<file path="config.mk">
export PLATFORM = sky130hd
export DESIGN_NAME = seq_det_ctrl_flat
export DESIGN_NICKNAME = d
export VERILOG_FILES = /design/src/rtl/seq_det_ctrl_if.sv /design/src/rtl/seq_det_ctrl.sv /design/src/flat_wrapper.sv
export SDC_FILE = /design/constraint.sdc
export NUM_CORES = 1
export LEC_CHECK = 0
export ABC_AREA = 1
export BUFFER_PORTS_ARGS = -buffer_cell sky130_fd_sc_hd__buf_4
export CAP_MARGIN = 20
export CORE_UTILIZATION = 59
export DETAILED_ROUTE_END_ITERATION = 8
export GPL_ROUTABILITY_DRIVEN = 1
export PLACE_DENSITY_LB_ADDON = 0.12
export SLEW_MARGIN = 20
export SYNTH_ARGS = -nofsm -noshare
export SYNTH_HDL_FRONTEND = slang
export SYNTH_SLANG_ARGS = --single-unit
</file>
<file path="constraint.sdc">
create_clock -name clk -period 3.71 [get_ports clk]
set_input_delay 0.5565 -clock clk [delete_from_list [all_inputs] [get_ports clk]]
set_output_delay 0.5565 -clock clk [all_outputs]
set_load 0.05 [all_outputs]
</file>
<file path="src/rtl/seq_det_ctrl_if.sv">
// Bundle of control, serial-input and status signals for seq_det_ctrl.
// x_valid has no ready: a bit transfers on any clk edge with x_valid high while a run is active.
interface seq_det_ctrl_if #(
   parameter int MAX_LEN = 16,
   parameter int LEN_W   = $clog2(MAX_LEN + 1),
   parameter int CNT_W   = 8,
   parameter int TO_W    = 16
);
   logic               cfg_we;
   logic [MAX_LEN-1:0] cfg_pattern;
   logic [LEN_W-1:0]   cfg_len;
   logic [TO_W-1:0]    cfg_timeout;
   logic               cfg_cont;
   logic               cfg_overlap;
   logic               start;
   logic               abort;
   logic               x_valid;
   logic               x_i;
   logic               det_o;
   logic               busy_o;
   logic               done_o;
   logic               timeout_o;
   logic               cfg_err_o;
   logic [CNT_W-1:0]   match_cnt_o;
   logic [1:0]         state_o;

   modport master (
      output cfg_we, cfg_pattern, cfg_len, cfg_timeout, cfg_cont, cfg_overlap,
      output start, abort, x_valid, x_i,
      input  det_o, busy_o, done_o, timeout_o, cfg_err_o, match_cnt_o, state_o
   );

   modport slave (
      input  cfg_we, cfg_pattern, cfg_len, cfg_timeout, cfg_cont, cfg_overlap,
      input  start, abort, x_valid, x_i,
      output det_o, busy_o, done_o, timeout_o, cfg_err_o, match_cnt_o, state_o
   );
endinterface

</file>
<file path="src/rtl/seq_det_ctrl.sv">
// Run controller around a programmable serial pattern detector (up to MAX_LEN bits),
// with single-shot/continuous runs, overlap control, cycle timeout and abort.
module seq_det_ctrl #(
   parameter int MAX_LEN = 16,
   parameter int LEN_W   = $clog2(MAX_LEN + 1),
   parameter int CNT_W   = 8,
   parameter int TO_W    = 16
) (
   input logic         clk,
   input logic         reset,
   seq_det_ctrl_if.slave bus
);
   typedef enum logic [1:0] {IDLE = 2'd0, FILL = 2'd1, HUNT = 2'd2, DONE = 2'd3} state_t;

   state_t             state;
   // The oldest window bit is shifted out on every accept, so only MAX_LEN-1 bits are kept.
   logic [MAX_LEN-2:0] hist;
   logic [MAX_LEN-1:0] pat_q;
   logic [LEN_W-1:0]   len_q;
   logic [TO_W-1:0]    to_q;
   logic               cont_q;
   logic               ovl_q;
   logic [LEN_W-1:0]   fill_cnt;
   logic [CNT_W-1:0]   match_cnt;
   logic [TO_W-1:0]    to_cnt;
   logic               to_hit_q;
   logic               det_q;
   logic               busy_q;
   logic               done_q;
   logic               timeout_q;
   logic               cfg_err_q;

   logic               cfg_ok;
   logic [LEN_W-1:0]   start_len;
   logic [MAX_LEN-1:0] shift_nxt;
   logic [LEN_W-1:0]   fill_inc;
   logic               fill_full;
   logic               running;
   logic               accept;
   logic               hit;
   logic               to_expire;

   function automatic logic [MAX_LEN-1:0] len_mask(input logic [LEN_W-1:0] l);
      logic [MAX_LEN-1:0] m;
      for (int i = 0; i < MAX_LEN; i++) m[i] = (i < int'(l));
      return m;
   endfunction

   assign cfg_ok    = (bus.cfg_len != '0) && (bus.cfg_len <= LEN_W'(MAX_LEN));
   // A write in the same cycle as start decides the length the start is judged by.
   assign start_len = (bus.cfg_we && cfg_ok) ? bus.cfg_len : len_q;
   assign shift_nxt = {hist, bus.x_i};
   assign fill_inc  = fill_cnt + 1'b1;
   assign fill_full = (fill_inc >= len_q);
   assign running   = (state == FILL) || (state == HUNT);
   assign accept    = running && bus.x_valid;
   assign hit       = accept && fill_full &&
                      (((shift_nxt ^ pat_q) & len_mask(len_q)) == '0);
   assign to_expire = running && (to_q != '0) && (to_cnt == to_q - 1'b1);

   always_ff @(posedge clk or posedge reset) begin
      if (reset) begin
         state     <= IDLE;
         hist      <= '0;
         pat_q     <= '0;
         len_q     <= '0;
         to_q      <= '0;
         cont_q    <= 1'b0;
         ovl_q     <= 1'b0;
         fill_cnt  <= '0;
         match_cnt <= '0;
         to_cnt    <= '0;
         to_hit_q  <= 1'b0;
         det_q     <= 1'b0;
         busy_q    <= 1'b0;
         done_q    <= 1'b0;
         timeout_q <= 1'b0;
         cfg_err_q <= 1'b0;
      end else begin
         det_q     <= 1'b0;
         cfg_err_q <= 1'b0;
         done_q    <= (state == DONE);
         timeout_q <= (state == DONE) && to_hit_q;
         unique case (state)
            IDLE: begin
               if (bus.cfg_we) begin
                  if (cfg_ok) begin
                     pat_q  <= bus.cfg_pattern;
                     len_q  <= bus.cfg_len;
                     to_q   <= bus.cfg_timeout;
                     cont_q <= bus.cfg_cont;
                     ovl_q  <= bus.cfg_overlap;
                  end else begin
                     cfg_err_q <= 1'b1;
                  end
               end
               if (bus.start) begin
                  if (start_len != '0) begin
                     hist      <= '0;
                     fill_cnt  <= '0;
                     match_cnt <= '0;
                     to_cnt    <= '0;
                     to_hit_q  <= 1'b0;
                     state     <= FILL;
                     busy_q    <= 1'b1;
                  end else begin
                     cfg_err_q <= 1'b1;
                  end
               end
            end
            FILL, HUNT: begin
               if (bus.cfg_we) cfg_err_q <= 1'b1;
               if (bus.abort) begin
                  state  <= IDLE;
                  busy_q <= 1'b0;
               end else begin
                  if (accept) begin
                     hist     <= shift_nxt[MAX_LEN-2:0];
                     fill_cnt <= fill_full ? len_q : fill_inc;
                     if (fill_full) state <= HUNT;
                  end
                  // A match outranks a coincident timeout and restarts the timeout window.
                  if (hit) begin
                     det_q  <= 1'b1;
                     to_cnt <= '0;
                     if (match_cnt != '1) match_cnt <= match_cnt + 1'b1;
                     if (!ovl_q) begin
                        fill_cnt <= '0;
                        state    <= FILL;
                     end
                     if (!cont_q) begin
                        state  <= DONE;
                        busy_q <= 1'b0;
                     end
                  end else if (to_expire) begin
                     to_hit_q <= 1'b1;
                     state    <= DONE;
                     busy_q   <= 1'b0;
                  end else begin
                     to_cnt <= to_cnt + 1'b1;
                  end
               end
            end
            default: begin
               if (bus.cfg_we) cfg_err_q <= 1'b1;
               state <= IDLE;
            end
         endcase
      end
   end

   assign bus.det_o       = det_q;
   assign bus.busy_o      = busy_q;
   assign bus.done_o      = done_q;
   assign bus.timeout_o   = timeout_q;
   assign bus.cfg_err_o   = cfg_err_q;
   assign bus.match_cnt_o = match_cnt;
   assign bus.state_o     = state;
endmodule

</file>
<file path="src/flat_wrapper.sv">
// flat-port wrapper written by rule: the top's interface ports become plain ports
module seq_det_ctrl_flat 
#(
   parameter int MAX_LEN = 16,
   parameter int LEN_W   = $clog2(MAX_LEN + 1),
   parameter int CNT_W   = 8,
   parameter int TO_W    = 16
)
  (clk, reset, bus_cfg_we, bus_cfg_pattern, bus_cfg_len, bus_cfg_timeout, bus_cfg_cont, bus_cfg_overlap, bus_start, bus_abort, bus_x_valid, bus_x_i, bus_det_o, bus_busy_o, bus_done_o, bus_timeout_o, bus_cfg_err_o, bus_match_cnt_o, bus_state_o);
  seq_det_ctrl_if #(.MAX_LEN(MAX_LEN), .LEN_W(LEN_W), .CNT_W(CNT_W), .TO_W(TO_W)) bus_i ();
  input logic clk;
  input logic reset;
  input wire logic [$bits(bus_i.cfg_we)-1:0] bus_cfg_we;
  input wire logic [$bits(bus_i.cfg_pattern)-1:0] bus_cfg_pattern;
  input wire logic [$bits(bus_i.cfg_len)-1:0] bus_cfg_len;
  input wire logic [$bits(bus_i.cfg_timeout)-1:0] bus_cfg_timeout;
  input wire logic [$bits(bus_i.cfg_cont)-1:0] bus_cfg_cont;
  input wire logic [$bits(bus_i.cfg_overlap)-1:0] bus_cfg_overlap;
  input wire logic [$bits(bus_i.start)-1:0] bus_start;
  input wire logic [$bits(bus_i.abort)-1:0] bus_abort;
  input wire logic [$bits(bus_i.x_valid)-1:0] bus_x_valid;
  input wire logic [$bits(bus_i.x_i)-1:0] bus_x_i;
  output wire logic [$bits(bus_i.det_o)-1:0] bus_det_o;
  output wire logic [$bits(bus_i.busy_o)-1:0] bus_busy_o;
  output wire logic [$bits(bus_i.done_o)-1:0] bus_done_o;
  output wire logic [$bits(bus_i.timeout_o)-1:0] bus_timeout_o;
  output wire logic [$bits(bus_i.cfg_err_o)-1:0] bus_cfg_err_o;
  output wire logic [$bits(bus_i.match_cnt_o)-1:0] bus_match_cnt_o;
  output wire logic [$bits(bus_i.state_o)-1:0] bus_state_o;
  assign bus_i.cfg_we = bus_cfg_we;
  assign bus_i.cfg_pattern = bus_cfg_pattern;
  assign bus_i.cfg_len = bus_cfg_len;
  assign bus_i.cfg_timeout = bus_cfg_timeout;
  assign bus_i.cfg_cont = bus_cfg_cont;
  assign bus_i.cfg_overlap = bus_cfg_overlap;
  assign bus_i.start = bus_start;
  assign bus_i.abort = bus_abort;
  assign bus_i.x_valid = bus_x_valid;
  assign bus_i.x_i = bus_x_i;
  assign bus_det_o = bus_i.det_o;
  assign bus_busy_o = bus_i.busy_o;
  assign bus_done_o = bus_i.done_o;
  assign bus_timeout_o = bus_i.timeout_o;
  assign bus_cfg_err_o = bus_i.cfg_err_o;
  assign bus_match_cnt_o = bus_i.match_cnt_o;
  assign bus_state_o = bus_i.state_o;
  seq_det_ctrl #(.MAX_LEN(MAX_LEN), .LEN_W(LEN_W), .CNT_W(CNT_W), .TO_W(TO_W)) u_core (.clk(clk), .reset(reset), .bus(bus_i));
endmodule
</file>
### Yosys cells after proc, flatten, opt, wreduce, memory -nomap -nowiden

Cells that the tools add are included.

| word-level totals | value |
|---|---|
| bits in registers | 91 |
| bits of input ports | 46 |
| word-level logic and storage cells | 138 |
| output and inout port bits | 15 |

| operators by class | value |
|---|---|
| magnitude comparators | 18 |
| $add $sub $neg | 4 |
| muxes and demuxes | 58 |
| bitwise operators | 2 |
| reductions and logical operators | 24 |
| eq/ne operators | 16 |

Operators with widths:

| operator | count |
|---|---|
| two-way mux 16 bit | 5 |
| two-way mux 15 bit | 4 |
| < comparator 4 x 5 -> 1 bit, first input constant | 8 |
| two-way mux 5 bit | 8 |
| two-way mux 8 bit | 5 |
| case mux 16 bit (2 select lines) | 1 |
| case mux 15 bit (2 select lines) | 1 |
| < comparator 3 x 5 -> 1 bit, first input constant | 4 |
| two-way mux 1 bit | 20 |
| two-way mux 2 bit | 9 |
| adder 16 x 1 -> 16 bit, second input constant | 1 |
| bitwise AND 16 bit | 1 |
| equality test 16 bit | 1 |
| logical NOT 16 bit | 1 |
| case mux 8 bit (2 select lines) | 1 |
| nonzero test 16 bit | 1 |
| subtractor 16 x 1 -> 16 bit, second input constant | 1 |
| bitwise XOR 16 bit | 1 |
| AND reduction 5 bit | 3 |
| AND reduction 6 bit | 2 |
| < comparator 1 x 5 -> 1 bit, first input constant | 2 |
| < comparator 2 x 5 -> 1 bit, first input constant | 2 |
| inequality test 2 x 1 -> 1 bit, second input constant | 5 |
| case mux 5 bit (2 select lines) | 1 |
| other kinds (22) | 34 |

### Longest topological paths before layout

| logic depth | value |
|---|---|
| depth after elaboration | 9 |
| depth in mapped cells | 17 |
| depth with buffers taken out | 17 |

### Worst setup path after synthesis

No wires, ideal clock.

| timing | value |
|---|---|
| kind | reg2reg |
| start point | reg u_core.fill_cnt[0] |
| end point | reg u_core.to_cnt[11] |
| data arrival time | 2.183 ns |
| required time | 3.588 ns |
| period minus slack after synthesis | 2.305 ns |
| path buffers | 1 |
| slack | 1.405 ns |
| stages on the path, launching flop included | 17 |
| setup time | 0.122 ns |
| cell sequence | dfrtp_1 ha_1 nand3_1 xor2_1 ha_1 nand2_1 inv_1 nand4_1 o211ai_1 nor2_1 nor2_1 nand2_2 nand3_1 nand2_2 buf_6 nand2_1 o21ai_2 |

| between the ends | value |
|---|---|
| cells in the longest elaborated chain, start to end | 7 |
| elaborated cells between the ends (all ways) | 9 |
| those cells by class | 1 x add/sub; 1 x order compare; 1 x eq/ne; 3 x mux; 3 x reduce/logical |

Ends and longest elaborated chain:

| item | RTL line | RTL |
|---|---|---|
| start, declared | seq_det_ctrl.sv:23 | `logic [LEN_W-1:0] fill_cnt;` |
| start signal, assigned | seq_det_ctrl.sv:119 | `fill_cnt <= fill_full ? len_q : fill_inc;` |
| adder 5 x 1 -> 5 bit * | seq_det_ctrl.sv:53 | `assign fill_inc = fill_cnt + 1'b1;` |
| greater-or-equal comparator 5 bit * | seq_det_ctrl.sv:54 | `assign fill_full = (fill_inc >= len_q);` |
| logical AND 1 bit * (2 in series) | seq_det_ctrl.sv:57 | `assign hit = accept && fill_full &&` |
| two-way mux 16 bit | seq_det_ctrl.sv:123 | `if (hit) begin` |
| two-way mux 16 bit | seq_det_ctrl.sv:113 | `if (bus.abort) begin` |
| case mux 16 bit (2 select lines) | seq_det_ctrl.sv:84 | `unique case (state)` |
| end signal, assigned | seq_det_ctrl.sv:140 | `to_cnt <= to_cnt + 1'b1;` |
| end, declared | seq_det_ctrl.sv:25 | `logic [TO_W-1:0] to_cnt;` |

Mark *: on every way between the ends. The rest lies on a longest branch, timed or not. The select of a mux whose other input is x is not followed.
A chain may end at the register's enable or synchronous reset.

### Worst setup path in the final report

| timing | value |
|---|---|
| start point | reg u_core.fill_cnt[0] |
| end point | reg u_core.to_cnt[15] |

The elaborated chain is that of the path after synthesis.

==> results_dict.tcl <==
set metrics [dict create \
    max_stage_delay_ns 0.44 \
    grt_usage 0.292 \
    synth_area_leaders "dfrtp_1, nand2_1, inv_1, xor2_1, nor2_1" \
    wl_met1_mm 5.62 \
    critical_path.startpoint_type "flip-flop" \
    maxSlewHeadroom 0.483 \
    postRouteAntennaNets 0 \
    final_nets 847 \
    fin_crit_sh 0.846 \
    dp_cells 907 \
    die_x_um 99.6 \
    first_global_vias 4972 \
    worstPathMaxFanout 21 \
    via_per_inst 5.43 \
    ys_seq_elements 91 \
    first_pass_iters 5 \
    overflow 0 \
    wl_met3_um 479 \
    regToRegStartpoint "u_core.fill_cnt[0]" \
    drive_above_1_share 0.173 \
    port_buffers 60 \
    drcViolationCount 0 \
    worst_pin_slew_ns 0.773 \
    avgSynthCellArea_sq_um 7.69 \
    dieArea_sq_um 9920 \
    setup_violations 0 \
    initial_core_util 0.608 \
    required_ns 3.95 \
    synthCells 731 \
    setup_slack_ns 0.572 \
    ff2ff_path_depth 16 \
    syn2layout_area_growth_pct 13.5 \
    finalCriticalPeriod_ns 3.14 \
    synthesis.area_sq_um 5620 \
    peakVddDrop_v 0.000539 \
    rows 35 \
    worst_r2r_endpoint "u_core.to_cnt[15]" \
    slowest_stage "dfrtp_1" \
    powerDensity_nw_per_um2 725 \
    wl_per_cell_um 14.5 \
    cts_root_buffer "clkbuf_8" \
    synth_edf_count 0 \
    place_area_sq_um 6170 \
    clk_path_buf_depth 2 \
    tns_ns 0 \
    ys_seq_area_frac 0.405 \
    antenna_found_initial 0 \
    top_layer "met4" \
    num_vias 5015 \
    synth_top_cell_by_area "dfrtp_1" \
    routed_wl_mm 13.3 \
    cp-end-kind "flip-flop" \
    finalPower_mw 4.62 \
    grt_max_degree 44 \
    synth_warnings 0 \
    finalClockSkew_ns 0.00944 \
    r2r_slack_ns 0.57 \
    clk_pin_slew_ns 0.09 \
    cts_made_buffers 9 \
    io-pin-count 61 \
    insertedDiodeCount 0 \
    crit_family "simple AND/OR/NAND/NOR gates" \
    cts_resized 0 \
    critPathKind "reg -> reg" \
    rsz0062_at_grt "false" \
    core_sq_um 9240 \
    grt_pass1_wl_mm 22.7 \
    clock_sinks 91 \
    syn_nets 789 \
    async_flop_share 1.00 \
    critical_path_arrival_ns 3.38 \
    yosysUniqueCellTypes 35 \
    synth.top_cell.area_share 0.405 \
    hold_path_class "in -> async" \
    timing.fmax_ghz 0.319 \
    pre_cts_slack_ns 0.713 \
    met2_length_mm 6.90 \
    fin_area_sq_um 6380 \
    drt_iter0_markers 257 \
    finalMaxSlewViolations 0 \
    drv_cap 0 \
    synth_flop_cell "dfrtp_1" \
    gp_congestion 0.949 \
    critPathBufInv 2 \
    hpwl_mm 9.94 \
    h-tree-depth 3 \
    instances_no_fill 923 \
    path_cells "ha_1, nand3_1, xor2_1, ha_1, nand2_1, inv_1, nand4_1, o211ai_1, nor2_1, buf_4, nor2_1, nand2_2, nand3_1, nand2_2, nand2_1, o21ai_1" \
    cts_setup_buffers 0 \
    cts_hold_buf 0 \
    outcome "finished clean" \
    p_leak_nw 3.10 \
    clk_latency_ns 0.36 \
    finalHoldViolations 0 \
    die_h_um 99.6 \
    cts_tree "yes" \
]
-- final cells by class --
type / instances / area, sq um
repair buffers: 64 / 480
multi-input cells: 520 / 2860
clock buffers: 12 / 135
fillers: 780 / 2860
well taps: 129 / 161
inverters: 103 / 389
flip-flops and latches: 91 / 2280
clock inverters: 4 / 75.1
-- layout by cell type, fill, tap and decap left out, drive strengths merged, types with 11 or more instances in the layout --
master  instances
nand2         174
inv           101
nor2           94
dfrtp          91
buf            64
o21ai          51
nand3          43
xor2           38
a21oi          27
mux2           17
o22ai          15
nor3           13
ha             12
clkbuf         12
nand4          11
-- layer usage --
metal | GRT usage | up-vias
li1 | - | 2456
met1 | 0.353 | 2400
met2 | 0.519 | 129
met3 | 0.0422 | 30
met4 | 0.124 | 0
met5 | 0 | -
-- cell families (layout without fill, tap and decap cells) --
family | Yosys count | count (layout) | share of synthesized area
buffers and inverters | 120 | 183 | 0.0864
XOR/XNOR | 46 | 46 | 0.0717
AND/OR/NAND/NOR | 344 | 344 | 0.272
multiplexers | 17 | 17 | 0.0341
AO/OA/AOI/OAI | 101 | 101 | 0.104
flip-flops | 91 | 91 | 0.405
adder cells (fa/ha/maj) | 12 | 12 | 0.0267
-- per-stage QoR --
step	utilization	hold WS [ns]
2_1_floorplan	-	0.437
3_3_place_gp	0.667	0.459
3_5_place_dp	0.667	0.463
4_1_cts	0.690	0.175
5_1_grt	0.690	0.194
6_report	0.690	0.172
-- where the power goes --
group	switching [mW]	internal, mW	leakage, nW
combinational	1.50	0.790	1.85
clock	0.360	0.381	0.0968
sequential	0.306	1.29	1.16
total	2.17	2.46	3.10
-- synthesized netlist by cell type (2+ instances only) --
master    instances
nand4_1          11
clkbuf_1          7
buf_2             5
xor2_1           38
inv_2             6
nor2_2            5
nor4_1            3
nand2_2           5
nor2_4            5
ha_1             12
nor3_1            9
mux2_2           17
buf_6             3
nand3_1          40
o21ai_2          10
o22ai_1          15
o21a_1            2
a21oi_1          27
inv_1            96
o21ai_0          35
xnor2_1           8
o211ai_1          5
nand2_1         169
nor2_1           84
or2_2             2
nor3_2            4
dfrtp_1          91
o21ai_1           6
nand3b_1          4
nand3_4           2
-- sequential cells by signal (all words and copies together), names as in the netlist, 2 cells and up --
register,flops
u_core.bus.match_cnt_o,8
u_core.bus.state_o,2
u_core.fill_cnt,5
u_core.hist,15
u_core.len_q,5
u_core.pat_q,16
u_core.to_cnt,16
u_core.to_q,16
-- how the worst max path moves through the flow --
stage                   endpoint                from  slack, ns  depth (start not counted)
2_1_floorplan  u_core.bus.busy_o               reset       0.79                          1
3_3_place_gp   u_core.to_cnt[14]  u_core.fill_cnt[0]       0.90                         16
3_5_place_dp    u_core.to_cnt[0]  u_core.fill_cnt[0]       0.71                         16
4_1_cts         u_core.to_cnt[0]  u_core.fill_cnt[0]       0.69                         16
5_1_grt         u_core.to_cnt[0]  u_core.fill_cnt[0]       0.32                         16
6_report       u_core.to_cnt[15]  u_core.fill_cnt[0]       0.57                         16
Note: power is estimated with default switching activity, not from simulation.
